--- src/rtl/memory_stage_pkg.sv ---
// Shared types for the MEM pipeline stage: word/register aliases, the
// E/M and M/W pipeline bundles, and the data-bus request FSM states.
package memory_stage_pkg;

    typedef logic [31:0] u32;
    typedef logic [4:0]  u5;

    typedef enum logic {
        IDLE = 1'b0,
        WAIT = 1'b1
    } mem_state_e;

    typedef struct packed {
        logic valid;
        logic reg_write;
        logic mem_to_reg;
        logic mem_write;
        logic branch;
        logic zero;
        u32   alu_result;
        u32   write_data;
        u5    write_reg;
        u32   pc_branch;
    } e_m_reg_t;

    typedef struct packed {
        logic valid;
        logic reg_write;
        logic mem_to_reg;
        u32   alu_result;
        u32   read_data;
        u5    write_reg;
    } m_w_reg_t;

    function automatic logic word_aligned(input u32 addr);
        return addr[1:0] == 2'b00;
    endfunction

endpackage

--- src/rtl/memory_stage_if.sv ---
// Word data bus between the MEM stage (master) and data memory (slave).
// Request fields stay stable from assertion until ack or forced completion.
interface memory_stage_if;
    import memory_stage_pkg::*;

    logic dreq_valid;
    logic dreq_write;
    u32   dreq_addr;
    u32   dreq_wdata;
    logic dresp_ack;
    u32   dresp_rdata;

    modport master (
        output dreq_valid, dreq_write, dreq_addr, dreq_wdata,
        input  dresp_ack, dresp_rdata
    );

    modport slave (
        input  dreq_valid, dreq_write, dreq_addr, dreq_wdata,
        output dresp_ack, dresp_rdata
    );

endinterface

--- src/rtl/memory_stage_mem_req_fsm.sv ---
// Data-bus request sequencer: completes on ack, or forcibly after TIMEOUT-1 wait cycles.
// Zero-cycle completion when ack arrives with the request; stalls otherwise.
module mem_req_fsm
    import memory_stage_pkg::*;
#(
    parameter int TIMEOUT = 16
) (
    input  logic clk,
    input  logic reset,
    input  logic memop,
    input  logic dresp_ack,
    output logic dreq_valid,
    output logic stall,
    output logic complete,
    output logic timeout
);
    localparam int CW = $clog2(TIMEOUT);

    mem_state_e    state_q, state_d;
    logic [CW-1:0] cnt_q, cnt_d;
    logic          last_wait;

    always_ff @(posedge clk) begin
        if (reset) begin
            state_q <= IDLE;
            cnt_q   <= '0;
        end else begin
            state_q <= state_d;
            cnt_q   <= cnt_d;
        end
    end

    assign last_wait = (state_q == WAIT) && (cnt_q == CW'(TIMEOUT - 1));

    always_comb begin
        state_d    = state_q;
        cnt_d      = cnt_q;
        dreq_valid = memop;
        timeout    = memop & ~dresp_ack & last_wait;
        complete   = memop & (dresp_ack | last_wait);
        stall      = memop & ~complete;
        case (state_q)
            IDLE: begin
                if (memop && !dresp_ack) begin
                    state_d = WAIT;
                    cnt_d   = CW'(1);
                end
            end
            WAIT: begin
                // The M register is frozen while waiting, so memop only drops on completion.
                if (!memop || complete) begin
                    state_d = IDLE;
                    cnt_d   = '0;
                end else begin
                    cnt_d = cnt_q + CW'(1);
                end
            end
            default: begin
                state_d = IDLE;
                cnt_d   = '0;
            end
        endcase
    end

endmodule

--- src/rtl/memory_stage.sv ---
// MEM stage: registers E/M, runs word loads/stores on the data bus, resolves branches.
// One cycle E/M to M/W; upstream is stalled while a bus request awaits ack.
module memory_stage
    import memory_stage_pkg::*;
#(
    parameter int TIMEOUT = 16
) (
    input  logic clk,
    input  logic reset,
    input  logic em_valid,
    input  logic em_reg_write,
    input  logic em_mem_to_reg,
    input  logic em_mem_write,
    input  logic em_branch,
    input  logic em_zero,
    input  u32   em_alu_result,
    input  u32   em_write_data,
    input  u5    em_write_reg,
    input  u32   em_pc_branch,
    memory_stage_if.master dbus,
    output logic stall,
    output logic pc_src,
    output u32   pc_branch,
    output u32   fwd_aluout,
    output u5    fwd_write_reg,
    output logic fwd_reg_write,
    output logic mw_valid,
    output logic mw_reg_write,
    output logic mw_mem_to_reg,
    output u32   mw_alu_result,
    output u32   mw_read_data,
    output u5    mw_write_reg,
    output logic bus_err,
    output logic misalign_err
);
    e_m_reg_t m_q;
    m_w_reg_t mw_q;
    logic     is_memop, memop, misaligned;
    logic     req_valid, complete, timeout, acked_load;
    logic     bus_err_q, misalign_err_q;

    always_ff @(posedge clk) begin
        if (reset) begin
            m_q <= '0;
        end else if (!stall) begin
            m_q.valid      <= em_valid;
            m_q.reg_write  <= em_reg_write;
            m_q.mem_to_reg <= em_mem_to_reg;
            m_q.mem_write  <= em_mem_write;
            m_q.branch     <= em_branch;
            m_q.zero       <= em_zero;
            m_q.alu_result <= em_alu_result;
            m_q.write_data <= em_write_data;
            m_q.write_reg  <= em_write_reg;
            m_q.pc_branch  <= em_pc_branch;
        end
    end

    assign is_memop   = m_q.valid & (m_q.mem_to_reg | m_q.mem_write);
    assign memop      = is_memop & word_aligned(m_q.alu_result);
    assign misaligned = is_memop & ~word_aligned(m_q.alu_result);

    mem_req_fsm #(.TIMEOUT(TIMEOUT)) u_fsm (
        .clk        (clk),
        .reset      (reset),
        .memop      (memop),
        .dresp_ack  (dbus.dresp_ack),
        .dreq_valid (req_valid),
        .stall      (stall),
        .complete   (complete),
        .timeout    (timeout)
    );

    // A forced completion carries no data, so only acked loads capture rdata.
    assign acked_load = m_q.mem_to_reg & complete & ~timeout;

    always_ff @(posedge clk) begin
        if (reset) begin
            mw_q <= '0;
        end else if (!stall) begin
            mw_q.valid      <= m_q.valid;
            mw_q.reg_write  <= m_q.reg_write;
            mw_q.mem_to_reg <= m_q.mem_to_reg;
            mw_q.alu_result <= m_q.alu_result;
            mw_q.write_reg  <= m_q.write_reg;
            mw_q.read_data  <= acked_load ? dbus.dresp_rdata : '0;
        end else begin
            mw_q.valid     <= 1'b0;
            mw_q.reg_write <= 1'b0;
        end
    end

    always_ff @(posedge clk) begin
        if (reset) begin
            bus_err_q      <= 1'b0;
            misalign_err_q <= 1'b0;
        end else begin
            bus_err_q      <= bus_err_q | timeout;
            misalign_err_q <= misalign_err_q | misaligned;
        end
    end

    assign dbus.dreq_valid = req_valid;
    assign dbus.dreq_write = m_q.mem_write;
    assign dbus.dreq_addr  = m_q.alu_result;
    assign dbus.dreq_wdata = m_q.write_data;

    assign pc_src        = m_q.valid & m_q.branch & m_q.zero;
    assign pc_branch     = m_q.pc_branch;
    assign fwd_aluout    = m_q.alu_result;
    assign fwd_write_reg = m_q.write_reg;
    assign fwd_reg_write = m_q.valid & m_q.reg_write;

    assign mw_valid      = mw_q.valid;
    assign mw_reg_write  = mw_q.reg_write;
    assign mw_mem_to_reg = mw_q.mem_to_reg;
    assign mw_alu_result = mw_q.alu_result;
    assign mw_read_data  = mw_q.read_data;
    assign mw_write_reg  = mw_q.write_reg;
    assign bus_err       = bus_err_q;
    assign misalign_err  = misalign_err_q;

endmodule

--- src/flat_wrapper.sv ---
// flat-port wrapper written by rule: the top's interface ports become plain ports
module memory_stage_flat import memory_stage_pkg::*;
#(
    parameter int TIMEOUT = 16
)
  (clk, reset, em_valid, em_reg_write, em_mem_to_reg, em_mem_write, em_branch, em_zero, em_alu_result, em_write_data, em_write_reg, em_pc_branch, stall, pc_src, pc_branch, fwd_aluout, fwd_write_reg, fwd_reg_write, mw_valid, mw_reg_write, mw_mem_to_reg, mw_alu_result, mw_read_data, mw_write_reg, bus_err, misalign_err, dbus_dreq_valid, dbus_dreq_write, dbus_dreq_addr, dbus_dreq_wdata, dbus_dresp_ack, dbus_dresp_rdata);
  memory_stage_if dbus_i ();
  input  logic clk;
  input  logic reset;
  input  logic em_valid;
  input  logic em_reg_write;
  input  logic em_mem_to_reg;
  input  logic em_mem_write;
  input  logic em_branch;
  input  logic em_zero;
  input  u32 em_alu_result;
  input  u32 em_write_data;
  input  u5 em_write_reg;
  input  u32 em_pc_branch;
  output logic stall;
  output logic pc_src;
  output u32 pc_branch;
  output u32 fwd_aluout;
  output u5 fwd_write_reg;
  output logic fwd_reg_write;
  output logic mw_valid;
  output logic mw_reg_write;
  output logic mw_mem_to_reg;
  output u32 mw_alu_result;
  output u32 mw_read_data;
  output u5 mw_write_reg;
  output logic bus_err;
  output logic misalign_err;
  output wire logic [$bits(dbus_i.dreq_valid)-1:0] dbus_dreq_valid;
  output wire logic [$bits(dbus_i.dreq_write)-1:0] dbus_dreq_write;
  output wire logic [$bits(dbus_i.dreq_addr)-1:0] dbus_dreq_addr;
  output wire logic [$bits(dbus_i.dreq_wdata)-1:0] dbus_dreq_wdata;
  input wire logic [$bits(dbus_i.dresp_ack)-1:0] dbus_dresp_ack;
  input wire logic [$bits(dbus_i.dresp_rdata)-1:0] dbus_dresp_rdata;
  assign dbus_dreq_valid = dbus_i.dreq_valid;
  assign dbus_dreq_write = dbus_i.dreq_write;
  assign dbus_dreq_addr = dbus_i.dreq_addr;
  assign dbus_dreq_wdata = dbus_i.dreq_wdata;
  assign dbus_i.dresp_ack = dbus_dresp_ack;
  assign dbus_i.dresp_rdata = dbus_dresp_rdata;
  memory_stage #(.TIMEOUT(TIMEOUT)) u_core (.clk(clk), .reset(reset), .em_valid(em_valid), .em_reg_write(em_reg_write), .em_mem_to_reg(em_mem_to_reg), .em_mem_write(em_mem_write), .em_branch(em_branch), .em_zero(em_zero), .em_alu_result(em_alu_result), .em_write_data(em_write_data), .em_write_reg(em_write_reg), .em_pc_branch(em_pc_branch), .dbus(dbus_i), .stall(stall), .pc_src(pc_src), .pc_branch(pc_branch), .fwd_aluout(fwd_aluout), .fwd_write_reg(fwd_write_reg), .fwd_reg_write(fwd_reg_write), .mw_valid(mw_valid), .mw_reg_write(mw_reg_write), .mw_mem_to_reg(mw_mem_to_reg), .mw_alu_result(mw_alu_result), .mw_read_data(mw_read_data), .mw_write_reg(mw_write_reg), .bus_err(bus_err), .misalign_err(misalign_err));
endmodule
--- config.mk ---
export PLATFORM = sky130hd
export DESIGN_NAME = memory_stage_flat
export DESIGN_NICKNAME = d
export VERILOG_FILES = /design/src/rtl/memory_stage_pkg.sv /design/src/rtl/memory_stage_if.sv /design/src/rtl/memory_stage_mem_req_fsm.sv /design/src/rtl/memory_stage.sv /design/src/flat_wrapper.sv
export SDC_FILE = /design/constraint.sdc
export NUM_CORES = 1
export LEC_CHECK = 0
export CAP_MARGIN = 10
export CORE_MARGIN = 4
export CORE_UTILIZATION = 46
export DETAILED_ROUTE_END_ITERATION = 7
export GPL_TIMING_DRIVEN = 0
export PLACE_DENSITY = 0.92
export RECOVER_POWER = 100
export SETUP_SLACK_MARGIN = 0.2
export SLEW_MARGIN = 20
export SYNTH_ARGS = -nofsm -noshare
export SYNTH_HDL_FRONTEND = slang
export SYNTH_SLANG_ARGS = --single-unit
--- constraint.sdc ---
create_clock -name clk -period 4.6 [get_ports clk]
set_input_delay 0.46 -clock clk [delete_from_list [all_inputs] [get_ports clk]]
set_output_delay 0.46 -clock clk [all_outputs]
set_load 0.02 [all_outputs]
==> flow_summary.yaml, run 1 <==
floorplanning:
  initial_core_util_pct: 46.84
  io_pins: 354
  die_x_um: 143.2
  fp.coreArea_sq_um: 17960
  rows: 49
  die_h_um: 143.2
  dieArea_sq_um: 20520
synthesis:
  ys_seq_area_share_pct: 44.25
  syn_nets: 1009
  synthFlopType: "dfxtp_1"
  synth_warnings: 0
  synth_area_sq_um: 8414
  syn_avg_cell_area_sq_um: 9.716
  yosysTopAreaCell: "dfxtp_1"
  synth-seq-cells: 186
  netlist_top_cells_area: "dfxtp_1, buf_4, mux2i_1"
  yosysTopAreaCellShare_pct: 44.25
  ys_types: 39
  synth_edf_count: 0
  synthMostInstantiatedCell: "dfxtp_1"
  async_flop_share_pct: 0
  synthTopCellsByCount: "dfxtp_1, buf_4, nand2b_1"
  synthCells: 866
final_layout:
  drive_above_1_share_pct: 14.32
  area_delta_synth_final_pct: 51.05
  final-instance-count-excl-fill: 1479
  postLayoutCoreUtil_pct: 70.75
  stdcell_area_sq_um: 12710
  n_antenna_cell: 0
  final_nets: 1380
cts:
  cts_resized: 0
  cts_made_buffers: 17
  clk_pin_slew_worst_paths_ns: 0.07
  cts_buffer_depth: 2
  hold_buffers: 0
  cts_root_buffer: "clkbuf_16"
  post_cts_buffers: 0
  cts_tree: "built"
  cts_max_level: 4
  clock_sinks: 186
  clock_latency_ns: 0.43
setup_path:
  startpoint: "u_core.u_fsm.cnt_q[0]$_SDFFE_PP0P_"
  crit_family: "buffers and inverters"
  r2r-end: "u_core.mw_alu_result[27]$_SDFFE_PP0N_"
  cp_num_buf_inv: 3
  crit_cells: 6
  reg2reg_depth: 6
  end_kind: "primary output"
  critPathArrivalTime_ns: 3.29
  cp_slowest_cell: "dlygate4sd3_1"
  crit_chain: "ha_1, nand4_1, nand3_1, inv_1, buf_6, dlygate4sd3_1"
  r2r_setup_slack_ns: 1.59
  crit_fanout: 10
  crit_end: "stall"
  reg2reg_from: "u_core.u_fsm.cnt_q[0]$_SDFFE_PP0P_"
  required_ns: 4.14
  cp-start-kind: "register"
  critPathMaxStageDelay_ns: 0.71
  path_class: "reg -> out"
worst_hold_path:
  min_path_type: "reg -> reg"
routing:
  drt_iter0_markers: 451
  wl_um: 27260
  via_per_inst: 5.311
  post_drt_wl_per_cell_um: 18.43
  num_vias: 7855
  drc: 0
  first_pass_iters: 5
  ant_nets: 0
timing:
  setup_violations: 0
  fin_tns_setup_ns: 0
  fin_worst_skew_ns: 0.01105
  final-hold-violation-count: 0
  worstMarginPinSlew_ns: 0.8950
  drv_slew: 0
  worst_slack_ns: 0.8539
  rsz0062_at_grt: "no"
  fmax_mhz: 266.9
  period_minus_slack_ns: 3.746
  fin_crit_sh_pct: 81.44
  relSlewSlack_pct: 40.34
global_routing:
  grt_busiest_layer: "met2"
  grt_max_degree: 17
  grt_pass1_vias: 7845
  use_met3_pct: 7.669
  grt_pass1_wl_um: 41070
  overflow: 0
  grt_use_total_pct: 25.32
  antenna_found_initial: 1
  grt_use_met1_pct: 29.37
  met2_usage_pct: 44.88
pwr:
  p_per_area_nw_per_um2: 306.9
  power.leakage_nw: 5.314
  max-vdd-ir-drop_v: 0.0002678
placed_design:
  placed_cells: 1447
  port_buffers: 352
  routabilityCongestion: 0.8989
  place_ws_ns: 1.324
  dpl_cell_area_sq_um: 12220
  post-dp-hpwl_um: 20970
outcome:
  status: "completed"
flow_run:
  maxCapViolCount: 0
-- cell families (layout without fill, tap and decap cells) --
kind of cell	after synthesis	after routing	share of synthesized area, %
fa+ha+maj	1	1	0.1487
mux	72	72	8.565
flops	186	186	44.25
buf+inv	217	601	16.76
compound gates	184	184	14.75
simple gates	206	206	15.52
-- area by class of cell --
class | count | area (sq um)
clock inverters | 13 | 140.1
repair buffers | 352 | 3523
plain buffers | 213 | 1320
clock buffers | 19 | 442.9
well taps | 229 | 286.5
inverters | 4 | 15.01
flip-flops and latches | 186 | 3724
fillers | 1315 | 5254
multi-input cells | 463 | 3258
-- routing by layer --
| layer | part of all wire, % | vias up |
|---|---|---|
| met3 | 8.8 | 54 |
| met1 | 38 | 3742 |
| met4 | 2.4 | 2 |
| met2 | 50 | 348 |
| li1 | - | 3709 |
| met5 | 0.048 | - |
-- power breakdown --
| part | internal (mW) | leakage [nW] | switching [mW] |
|---|---|---|---|
| sequential | 1.68 | 1.53 | 0.0497 |
| combinational | 0.368 | 3.49 | 0.322 |
| clock | 0.822 | 0.289 | 0.655 |
| total | 2.87 | 5.31 | 1.03 |
-- cell usage in the layout (no fill, tap or decap), types with 6 or more instances in the layout --
cell,instances
dlygate4sd3_1,211
dfxtp_1,186
buf_2,11
o31ai_1,68
mux2i_1,72
clkbuf_16,17
clkdlybuf4s50_1,141
nor2_1,6
a21oi_1,72
nand2b_1,108
buf_4,133
clkbuf_1,67
nand4_1,69
a22o_1,32
-- worst reg2reg max path: cells and delay by family (launching register included) --
kind,cells,cell delay (ns)
and+or+nand+nor,2,0.86
buffers and inverters,2,1.15
DFF,1,0.34
muxes,1,0.31
adders and majority gates,1,0.26
-- how the worst min path moves through the flow --
stage / start / endpoint / slack [ns] / cells after the start
floorplan: u_core.m_q[102]$_SDFFE_PP0N_ / u_core.m_q[102]$_SDFFE_PP0N_ / 0.44 / 2
global placement: u_core.bus_err$_SDFF_PP0_ / u_core.bus_err$_SDFF_PP0_ / 0.45 / 2
detailed placement: u_core.dbus.dreq_wdata[26]$_SDFFE_PP0N_ / u_core.dbus.dreq_wdata[26]$_SDFFE_PP0N_ / 0.46 / 2
CTS: u_core.pc_branch[11]$_SDFFE_PP0N_ / u_core.pc_branch[11]$_SDFFE_PP0N_ / 0.47 / 2
global route: u_core.pc_branch[24]$_SDFFE_PP0N_ / u_core.pc_branch[24]$_SDFFE_PP0N_ / 0.48 / 2
finish: u_core.dbus.dreq_wdata[26]$_SDFFE_PP0N_ / u_core.dbus.dreq_wdata[26]$_SDFFE_PP0N_ / 0.47 / 2
-- through the flow --
step | hold slack, ns | total power, mW
after floorplan | 0.4419 | 2.131
after global placement | 0.4486 | 2.481
after detailed placement | 0.4602 | 2.498
after CTS | 0.4699 | 3.960
after global routing | 0.4822 | 4.046
final | 0.4694 | 3.901
No activity file was read; power rests on OpenSTA's default activity.
==> run 2: changes to the inputs <==
- CORE_UTILIZATION: 46 -> 39
- PLACE_DENSITY: 0.92 -> 0.83
- clock period: 4.6 -> 3.07 ns (I/O delays scaled with it)
==> run 2 against run 1 <==
Global-route usage is 3.1 points lower. Combinational power up 51%. Flip-flop and latch count unchanged. Clock power rose by 43%. Worst setup slack got worse by 0.56 ns. Cell count increased by 3.2%. Non-clock buffer count up 2. Sequential power up 50%. Sequential share of layout area is 0.15 points lower. Largest cell class unchanged. Highest routed layer unchanged.
==> flow_summary.yaml, run 2 (synthesis results as in run 1) <==
final_layout:
  drive_above_1_share_pct: 15.02
  final_nets: 1382
  final-instance-count-excl-fill: 1527
  n_antenna_cell: 0
  ff_latch_area_sq_um: 3725
  area_delta_synth_final_pct: 51.90
  multiInputGateArea_sq_um: 3271
  fillCellCount: 1821
  layout_common_cells: "dlygate4sd3_1, dfxtp_1, clkdlybuf4s50_1, buf_4, nand2b_1"
  final_common_cell: "dlygate4sd3_1"
worst_hold_path:
  min_path_type: "in -> reg"
cts:
  clock_latency_ns: 0.43
  clk_pin_slew_worst_paths_ns: 0.07
  cts_max_level: 4
  cts_root_buffer: "clkbuf_16"
  cts_buffer_depth: 2
  cts_tree: "built"
  hold_buffers: 0
  cts_made_buffers: 17
  clock_sinks: 186
placed_design:
  place_ws_ns: 0.03836
  port_buffers: 352
  routabilityCongestion: 0.8782
  placed_cells: 1493
  post-dp-hpwl_um: 21100
global_routing:
  use_met3_pct: 5.257
  overflow: 0
  grt_use_total_pct: 22.27
  grt_pass1_wl_um: 42880
  grt_busiest_layer: "met2"
  grt_use_met1_pct: 27.20
  antenna_found_initial: 1
  met2_usage_pct: 38.33
  grt_max_degree: 18
  grt_pass1_vias: 7865
setup_path:
  startpoint: "u_core.u_fsm.cnt_q[0]$_SDFFE_PP0P_"
  end_kind: "primary output"
  path_class: "reg -> out"
  crit_end: "stall"
  r2r-end: "u_core.mw_read_data[29]$_SDFFE_PP0N_"
  required_ns: 2.76
  reg2reg_from: "u_core.dbus.dreq_addr[0]$_SDFFE_PP0N_"
  critPathArrivalTime_ns: 2.47
  r2r_setup_slack_ns: 0.79
  cp-start-kind: "register"
  reg2reg_depth: 4
  crit_fanout: 10
floorplanning:
  initial_core_util_pct: 39.78
  fp.coreArea_sq_um: 21150
  dieArea_sq_um: 23990
  die_h_um: 154.9
  die_x_um: 154.9
  rows: 53
  io_pins: 354
timing:
  setup_violations: 0
  relSlewSlack_pct: 38.94
  fin_crit_sh_pct: 90.33
  fin_worst_skew_ns: 0.01338
  fmax_mhz: 360.6
  rsz0062_at_grt: "no"
  fin_tns_setup_ns: 0
  drv_slew: 0
  worstMarginPinSlew_ns: 0.9159
  final-hold-violation-count: 0
  worst_slack_ns: 0.2969
  timing.hold.ws_ns: 0.4267
  period_minus_slack_ns: 2.773
pwr:
  max-vdd-ir-drop_v: 0.0003340
  p_per_area_nw_per_um2: 449.5
  power.leakage_nw: 5.319
routing:
  drt_iter0_markers: 407
  wl_um: 27560
  via_per_inst: 5.065
  first_pass_iters: 5
  ant_nets: 0
  num_vias: 7735
  drc: 0
  post_drt_wl_per_cell_um: 18.05
flow_run:
  maxCapViolCount: 0
outcome:
  status: "completed"
==> run 2: changes by cell type in the layout (fill, tap and decap cells not counted), moves of 2 or more <==
| cell | change |
|---|---|
| buf_2 | +3 |
| clkinv_2 | -2 |
| buf_4 | +2 |
| clkbuf_1 | -4 |
| clkinv_4 | +3 |
| bufinv_16 | -2 |
| inv_8 | +2 |
| inv_6 | -2 |
==> run 2: metrics by stage <==
step | utilization (%) | total power, mW | cell area, sq um
6_report | 60.42 | 5.746 | 12780
5_1_grt | 60.42 | 5.969 | 12780
4_1_cts | 60.81 | 5.865 | 12860
3_5_place_dp | 58.06 | 3.747 | 12280
3_3_place_gp | 58.06 | 3.731 | 12280
2_1_floorplan | - | 3.193 | 8414
==> run 2: critical path: stages, from the launching register on <==
cell and delay, ns:
dfxtp_1 0.34, ha_1 0.25, nand4_1 0.20, nand3_4 0.19, inv_4 0.17, buf_6 0.20, dlygate4sd3_1 0.69
==> run 2: final cells by class <==
class / count / area share (%)
sequential: 186 / 29.14
timing repair buffer: 354 / 27.66
multi-input combinational: 463 / 25.59
buffer: 213 / 10.39
clock buffer: 19 / 3.544
tap: 275 / 2.692
clock inverter: 13 / 0.8517
inverter: 4 / 0.1371
==> run 2: worst min path at each step <==
| stage | from | end | slack, ns | cells past startpoint |
|---|---|---|---|---|
| 6_report | em_valid | u_core.m_q[106]$_SDFFE_PP0N_ | 0.43 | 3 |
| 4_1_cts | em_valid | u_core.m_q[106]$_SDFFE_PP0N_ | 0.42 | 3 |
| 5_1_grt | em_valid | u_core.m_q[106]$_SDFFE_PP0N_ | 0.43 | 3 |
| 3_5_place_dp | u_core.m_q[102]$_SDFFE_PP0N_ | u_core.m_q[102]$_SDFFE_PP0N_ | 0.46 | 2 |
| 3_3_place_gp | u_core.bus_err$_SDFF_PP0_ | u_core.bus_err$_SDFF_PP0_ | 0.45 | 2 |
| 2_1_floorplan | dbus_dresp_rdata[10] | u_core.mw_read_data[10]$_SDFFE_PP0N_ | 0.43 | 1 |
==> run 2: per-layer routing <==
layer	wire length, um	up-vias
met4	708	2
met3	1938	44
met1	11210	3613
met5	14	-
li1	-	3724
met2	13690	352
==> run 2: power by group <==
part           internal (mW)  switching, mW  total [mW]
combinational          0.553          0.482        1.04
clock                   1.10           1.01        2.11
sequential              2.52         0.0738        2.60
==> run 2: what timing repair did <==
item | CTS | global route
setup buffers | 2 | 0
resized for setup | 2 | 2
pin swaps | 1 | 0
hold endpoints to repair | 0 | 0
setup endpoints to repair | 1 | 2
